===== src/rtl/innerproduct_pkg.sv =====
// innerproduct_pkg: shared state type and width helpers for the streaming inner-product MAC
package innerproduct_pkg;
    typedef enum logic {ACC, HOLD} state_t;

    function automatic int idx_w(input int nfeat);
        return nfeat > 0 ? $clog2(nfeat + 1) : 1;
    endfunction

    function automatic int ch_w(input int nch);
        return nch > 1 ? $clog2(nch) : 1;
    endfunction
endpackage


===== src/rtl/innerproduct_mac_lane.sv =====
// mac_lane: one hidden unit -- weight register file, bias-init mux and multiply-accumulate
module mac_lane
    import innerproduct_pkg::*;
#(
    parameter int NFEAT      = 80,
    parameter int XW         = 7,
    parameter int TW         = 16,
    parameter int AW         = 32,
    parameter int BIAS_SHIFT = 16,
    parameter int IW         = idx_w(NFEAT)
) (
    input  logic          clk,
    input  logic          rst,
    input  logic          we,
    input  logic [IW-1:0] waddr,
    input  logic [TW-1:0] wdata,
    input  logic          beat,
    input  logic          first,
    input  logic [IW-1:0] idx,
    input  logic [XW-1:0] x,
    output logic [AW-1:0] acc
);
    logic signed [TW-1:0] w_q [NFEAT+1];
    logic signed [TW-1:0] w_d [NFEAT+1];
    logic signed [AW-1:0] acc_q, acc_d, xs, ws, base;

    // both operands widened to AW so the truncated product is the product modulo 2^AW
    always_comb begin
        w_d = w_q;
        if (we) w_d[waddr] = wdata;
        xs = AW'($signed({1'b0, x}));
        ws = AW'(w_q[idx]);
        base = first ? AW'(w_q[0]) <<< BIAS_SHIFT : acc_q;
        acc_d = beat ? base + xs * ws : acc_q;
    end

    always_ff @(posedge clk or posedge rst) begin
        if (rst) begin
            acc_q <= '0;
            w_q <= '{default: '0};
        end else begin
            acc_q <= acc_d;
            w_q <= w_d;
        end
    end

    assign acc = acc_q;
endmodule


===== src/rtl/innerproduct_mac.sv =====
// innerproduct_mac: streaming NCH-lane dot product with bias, frame FSM and runtime weight loading
module innerproduct_mac
    import innerproduct_pkg::*;
#(
    parameter int NFEAT      = 80,
    parameter int NCH        = 1,
    parameter int XW         = 7,
    parameter int TW         = 16,
    parameter int AW         = 32,
    parameter int BIAS_SHIFT = 16
) (
    input  logic                     clk,
    input  logic                     rst,
    input  logic                     in_valid,
    output logic                     in_ready,
    input  logic [XW-1:0]            in_x,
    input  logic                     w_we,
    output logic                     w_ready,
    input  logic [ch_w(NCH)-1:0]     w_ch,
    input  logic [idx_w(NFEAT)-1:0]  w_addr,
    input  logic [TW-1:0]            w_data,
    output logic                     out_valid,
    input  logic                     out_ready,
    output logic [NCH*AW-1:0]        hidden,
    output logic                     err
);
    localparam int IW = idx_w(NFEAT);

    state_t        state_q, state_d;
    logic [IW-1:0] idx_q, idx_d;
    logic          err_q, err_d;
    logic          beat, last, wr_ok;

    always_comb begin
        beat = in_valid && state_q == ACC;
        last = idx_q == IW'(NFEAT);
        wr_ok = w_we && w_ready && int'(w_addr) <= NFEAT && int'(w_ch) < NCH;
        state_d = state_q == ACC ? (beat && last ? HOLD : ACC) : (out_ready ? ACC : HOLD);
        idx_d = beat ? (last ? IW'(1) : idx_q + IW'(1)) : idx_q;
        err_d = err_q | (w_we && !wr_ok);
    end

    always_ff @(posedge clk or posedge rst) begin
        if (rst) begin
            state_q <= ACC;
            idx_q <= IW'(1);
            err_q <= 1'b0;
        end else begin
            state_q <= state_d;
            idx_q <= idx_d;
            err_q <= err_d;
        end
    end

    assign in_ready = state_q == ACC;
    assign w_ready = state_q == ACC && idx_q == IW'(1);
    assign out_valid = state_q == HOLD;
    assign err = err_q;

    for (genvar c = 0; c < NCH; c++) begin : g_lane
        mac_lane #(
            .NFEAT(NFEAT), .XW(XW), .TW(TW), .AW(AW), .BIAS_SHIFT(BIAS_SHIFT), .IW(IW)
        ) u_lane (
            .clk(clk),
            .rst(rst),
            .we(wr_ok && int'(w_ch) == c),
            .waddr(w_addr),
            .wdata(w_data),
            .beat(beat),
            .first(idx_q == IW'(1)),
            .idx(idx_q),
            .x(in_x),
            .acc(hidden[c*AW +: AW])
        );
    end
endmodule

===== config.mk =====
export PLATFORM = sky130hd
export DESIGN_NAME = innerproduct_mac
export DESIGN_NICKNAME = d
export VERILOG_FILES = /design/src/rtl/innerproduct_pkg.sv /design/src/rtl/innerproduct_mac_lane.sv /design/src/rtl/innerproduct_mac.sv
export SDC_FILE = /design/constraint.sdc
export NUM_CORES = 2
export LEC_CHECK = 0
export BUFFER_PORTS_ARGS = -buffer_cell sky130_fd_sc_hd__buf_2
export CAP_MARGIN = 5
export CELL_PAD_IN_SITES_DETAIL_PLACEMENT = 1
export CELL_PAD_IN_SITES_GLOBAL_PLACEMENT = 1
export CORE_ASPECT_RATIO = 1.75
export CORE_MARGIN = 5
export CORE_UTILIZATION = 35
export DETAILED_ROUTE_END_ITERATION = 8
export PLACE_DENSITY = 0.65
export SYNTH_ARGS = -nofsm -noshare
export SYNTH_HDL_FRONTEND = slang
export SYNTH_HIERARCHICAL = 1
export SYNTH_SLANG_ARGS = --single-unit

===== constraint.sdc =====
create_clock -name clk -period 59.1 [get_ports clk]
set_input_delay 5.91 -clock clk [delete_from_list [all_inputs] [get_ports clk]]
set_output_delay 5.91 -clock clk [all_outputs]
set_load 0.005 [all_outputs]

==> summary.txt <==
Timing
  • F_max: approximately 0.091 GHz
  • Slew HR: approximately 18%
  • Part of the cycle the worst path needs: between 10% and 20%
  • Post-route minimum period: ~11 ns
  • RSZ-0062 raised after global routing: false
  • Worst-Margin Slew: 1.23 ns
  • Final hold slack: 0.482 ns
  • Total negative slack: 0 ns
  • Final setup violation count: 0
  • Pins Over Slew Limit: 0
  • Hold Vio Cnt, Final: 0
  • Final Skew: approximately 0.06 ns

Floorplanning
  • I/O pins: 72
  • Initial Util: about a third
  • Area of the die: 203,000 sq um
  • Core area: approximately 190,000 sq um
  • Row count: around 210
  • Die Y: 592 um
  • Chip width: between 300 and 400 um

Synth
  • Post-synthesis cell area: 67,800 sq um
  • Syn_area_per_cell: roughly 14 sq um
  • Post-synth top area share: just under 50%
  • Number of flops mapped to enable cells by yosys: 0
  • Most numerous cell in the Yosys netlist: dfrtp_1
  • Largest cells by area after synthesis: dfrtp_1 49%, mux2_2 22%, mux4_2 9.1%
  • Yosys Warn Count: 6
  • Synth Flop Type: dfrtp_1
  • Syn_nets: roughly 5,000
  • Unique cell type count in the Yosys netlist: 80
  • Sequential element share of the synthesized area: roughly 49%
  • Asr flop ratio synth: 100%
  • FF+latch count, synth: 1,337
  • Syn Inst Count: around 4,800
  • Synth area leader: dfrtp_1
  • Commonest cells in the netlist: 1,336 x dfrtp_1, 1,332 x mux2_2, 273 x mux4_2

Place
  • Port bufs: 71
  • Placed Cells incl. Taps: ~7,100
  • Placed cell area: about 71,000 sq um
  • Detail Placement HPWL: between 100,000 and 150,000 um
  • Placer Congestion: 0.872

Clock network
  • Setup Buffers After CTS: 0
  • Htree depth: 3
  • Root buf cell: clkbuf_16
  • Hold_buf cts: 0
  • Clock Path Buffers: 3
  • Clock Pin Slew Worst Setup and Hold Paths: around 0.07 ns
  • Clk Latency, worst-skew pair: 0.76 ns
  • TritonCTS buffer count: between 100 and 150
  • CTS tree: yes
  • Post-cts gate resize count: 0
  • Clk sinks: 1,337

Setup path
  • CP Launch Type: flop
  • Data required, critical path: approximately 60 ns
  • Critical path class: flop to flop
  • Critical path peak fanout: 38
  • Arr. time, crit path: 11.65 ns
  • Crit end category: flop

Route
  • DR WL/cell: ~28 um
  • Final ANT Viol Nets: 0
  • DRT Pass-1 Iters: 5
  • Wire length on met2: about 110,000 um
  • Initial DRC count: 2,303
  • Vias post-DR: ~40,000
  • Met3 Wirelength: 6690 um
  • Top routing layer in use: met5
  • Met1 WL: 75,400 um
  • Wirelength, routed: a little over 200,000 um
  • Vias per cell: between 5 and 6
  • DRC: 0

Finish
  • Design area: between 70,000 and 80,000 sq um
  • Nets: between 4,000 and 5,000
  • Post-Layout Cell Count: roughly 7,400
  • Area Growth Syn to Fin: 10.2%
  • Fillers: ~20,000
  • Fraction of layout cells with a size suffix above 1: between 40 and 50%

GRT
  • Largest net degree at the start of global routing: roughly 120
  • Global-route wire length before repair: 306,000 um
  • Vias in the first global route: 45,500
  • GRT Total Usage: between 20% and 30%
  • Initial antenna violation count: 12
  • Overflow after GRT: 0

Run
  • Max-Cap Viols: 0

Power
  • Pwr per Cell Area: 41.6 nW/um^2
  • Pleak: roughly 36 nW
  • Maximum VDD drop: approximately 0.036 mV

Min path
  • Hold Path Class: flop to flop

Outcome
  • Outcome: finished clean
## area by class of cell
| cell class | count | area, sq um | share of cell area (%) |
|---|---|---|---|
| inverters | 214 | 813 | 1.09 |
| diodes | 5 | 12.5 | 0.0168 |
| clock inverters | 58 | 712 | 0.953 |
| flip-flops and latches | 1337 | 33500 | 44.8 |
| well taps | 2580 | 3230 | 4.32 |
| clock buffers | 163 | 3450 | 4.62 |
| repair buffers | 166 | 1130 | 1.51 |
| multi-input cells | 2832 | 31900 | 42.7 |
## through the flow
stage | worst slack (ns) | util (%) | total power [W]
after floorplan | 15.75 | - | 0.00194
after global placement | 47.63 | 36.6 | 0.00228
after CTS | 48.07 | 38.8 | 0.00315
final | 48.09 | 38.8 | 0.00311
after global routing | 47.72 | 38.8 | 0.00332
after detailed placement | 47.63 | 36.6 | 0.00231
## state kept, by name (all words and copies together), names as in the netlist
signal and cells:
idx_q 7, g_lane.u_lane/acc 32, err 1, out_valid 1
g_lane.u_lane/w_q 1296
## worst max-delay path, stage by stage, from the launching register on
cell,delay (ns)
dfstp_4,1.07
buf_4,0.67
buf_4,0.71
buf_4,0.60
mux4_2,0.60
mux2i_1,0.47
nor2_1,0.11
nor4_1,1.00
nand3_1,0.51
and2_1,0.33
fa_1,0.48
fa_1,0.52
fa_1,0.49
inv_1,0.05
fa_1,0.47
inv_1,0.04
ha_1,0.40
a21oi_1,0.27
o21ai_0,0.13
a221oi_1,0.76
nand2_1,0.49
and4_1,0.29
or3b_1,0.35
## power breakdown
part | switching (W) | internal [W] | total, W
Clock | 0.000374 | 0.000452 | 0.000826
Sequential | 0.0000361 | 0.000947 | 0.000983
Combinational | 0.000815 | 0.000485 | 0.00130
Total | 0.00123 | 0.00188 | 0.00311
## layer usage
layer,up-vias,global-route usage [%]
li1,17000,-
met1,22100,22.6
met2,683,37.8
met3,326,2.38
met4,8,8.73
met5,-,0
## layout by cell type, fill, tap and decap left out, drive strengths merged, types with 8 or more instances in the layout
cell and instances:
a211oi 8, a21o 11, a21oi 43, a22oi 41, a41oi 9, and2 47, and3 13, buf 166
bufinv 9, clkbuf 163, clkinv 35, clkinvlp 10, dfrtp 1336, fa 142, ha 63, inv 218
mux2 1342, mux2i 210, mux4 273, nand2 177, nand2b 43, nand3 51, nand4 9, nor2 50
nor2b 61, nor3 27, nor4 21, o211ai 15, o21ai 38, o221ai 9, o22ai 22, xnor2 14
## worst paths after layout
check | startpoint | endpoint | slack [ns] | cells after the start
min | err | err | 0.48 | 1
min in group asynchronous | rst | err | 5.18 | 2
max reg2reg | idx_q[0] | g_lane[0].u_lane/acc[26] | 48.09 | 22
max in group asynchronous | rst | g_lane[0].u_lane/w_q[113] | 50.45 | 5
min reg2reg | err | err | 0.48 | 1
max | idx_q[0] | g_lane[0].u_lane/acc[26] | 48.09 | 22
## cells by family after synthesis
kind of cell               share of synthesized area, %
AOI/OAI and AO/OA                                  2.62
xor gates and xnor gates                          0.305
adders and majority gates                          5.36
buffers and inverters                              3.75
DFF                                                49.4
muxes                                              34.5
and+or+nand+nor                                    4.15
(Power assumes the default switching activity.)
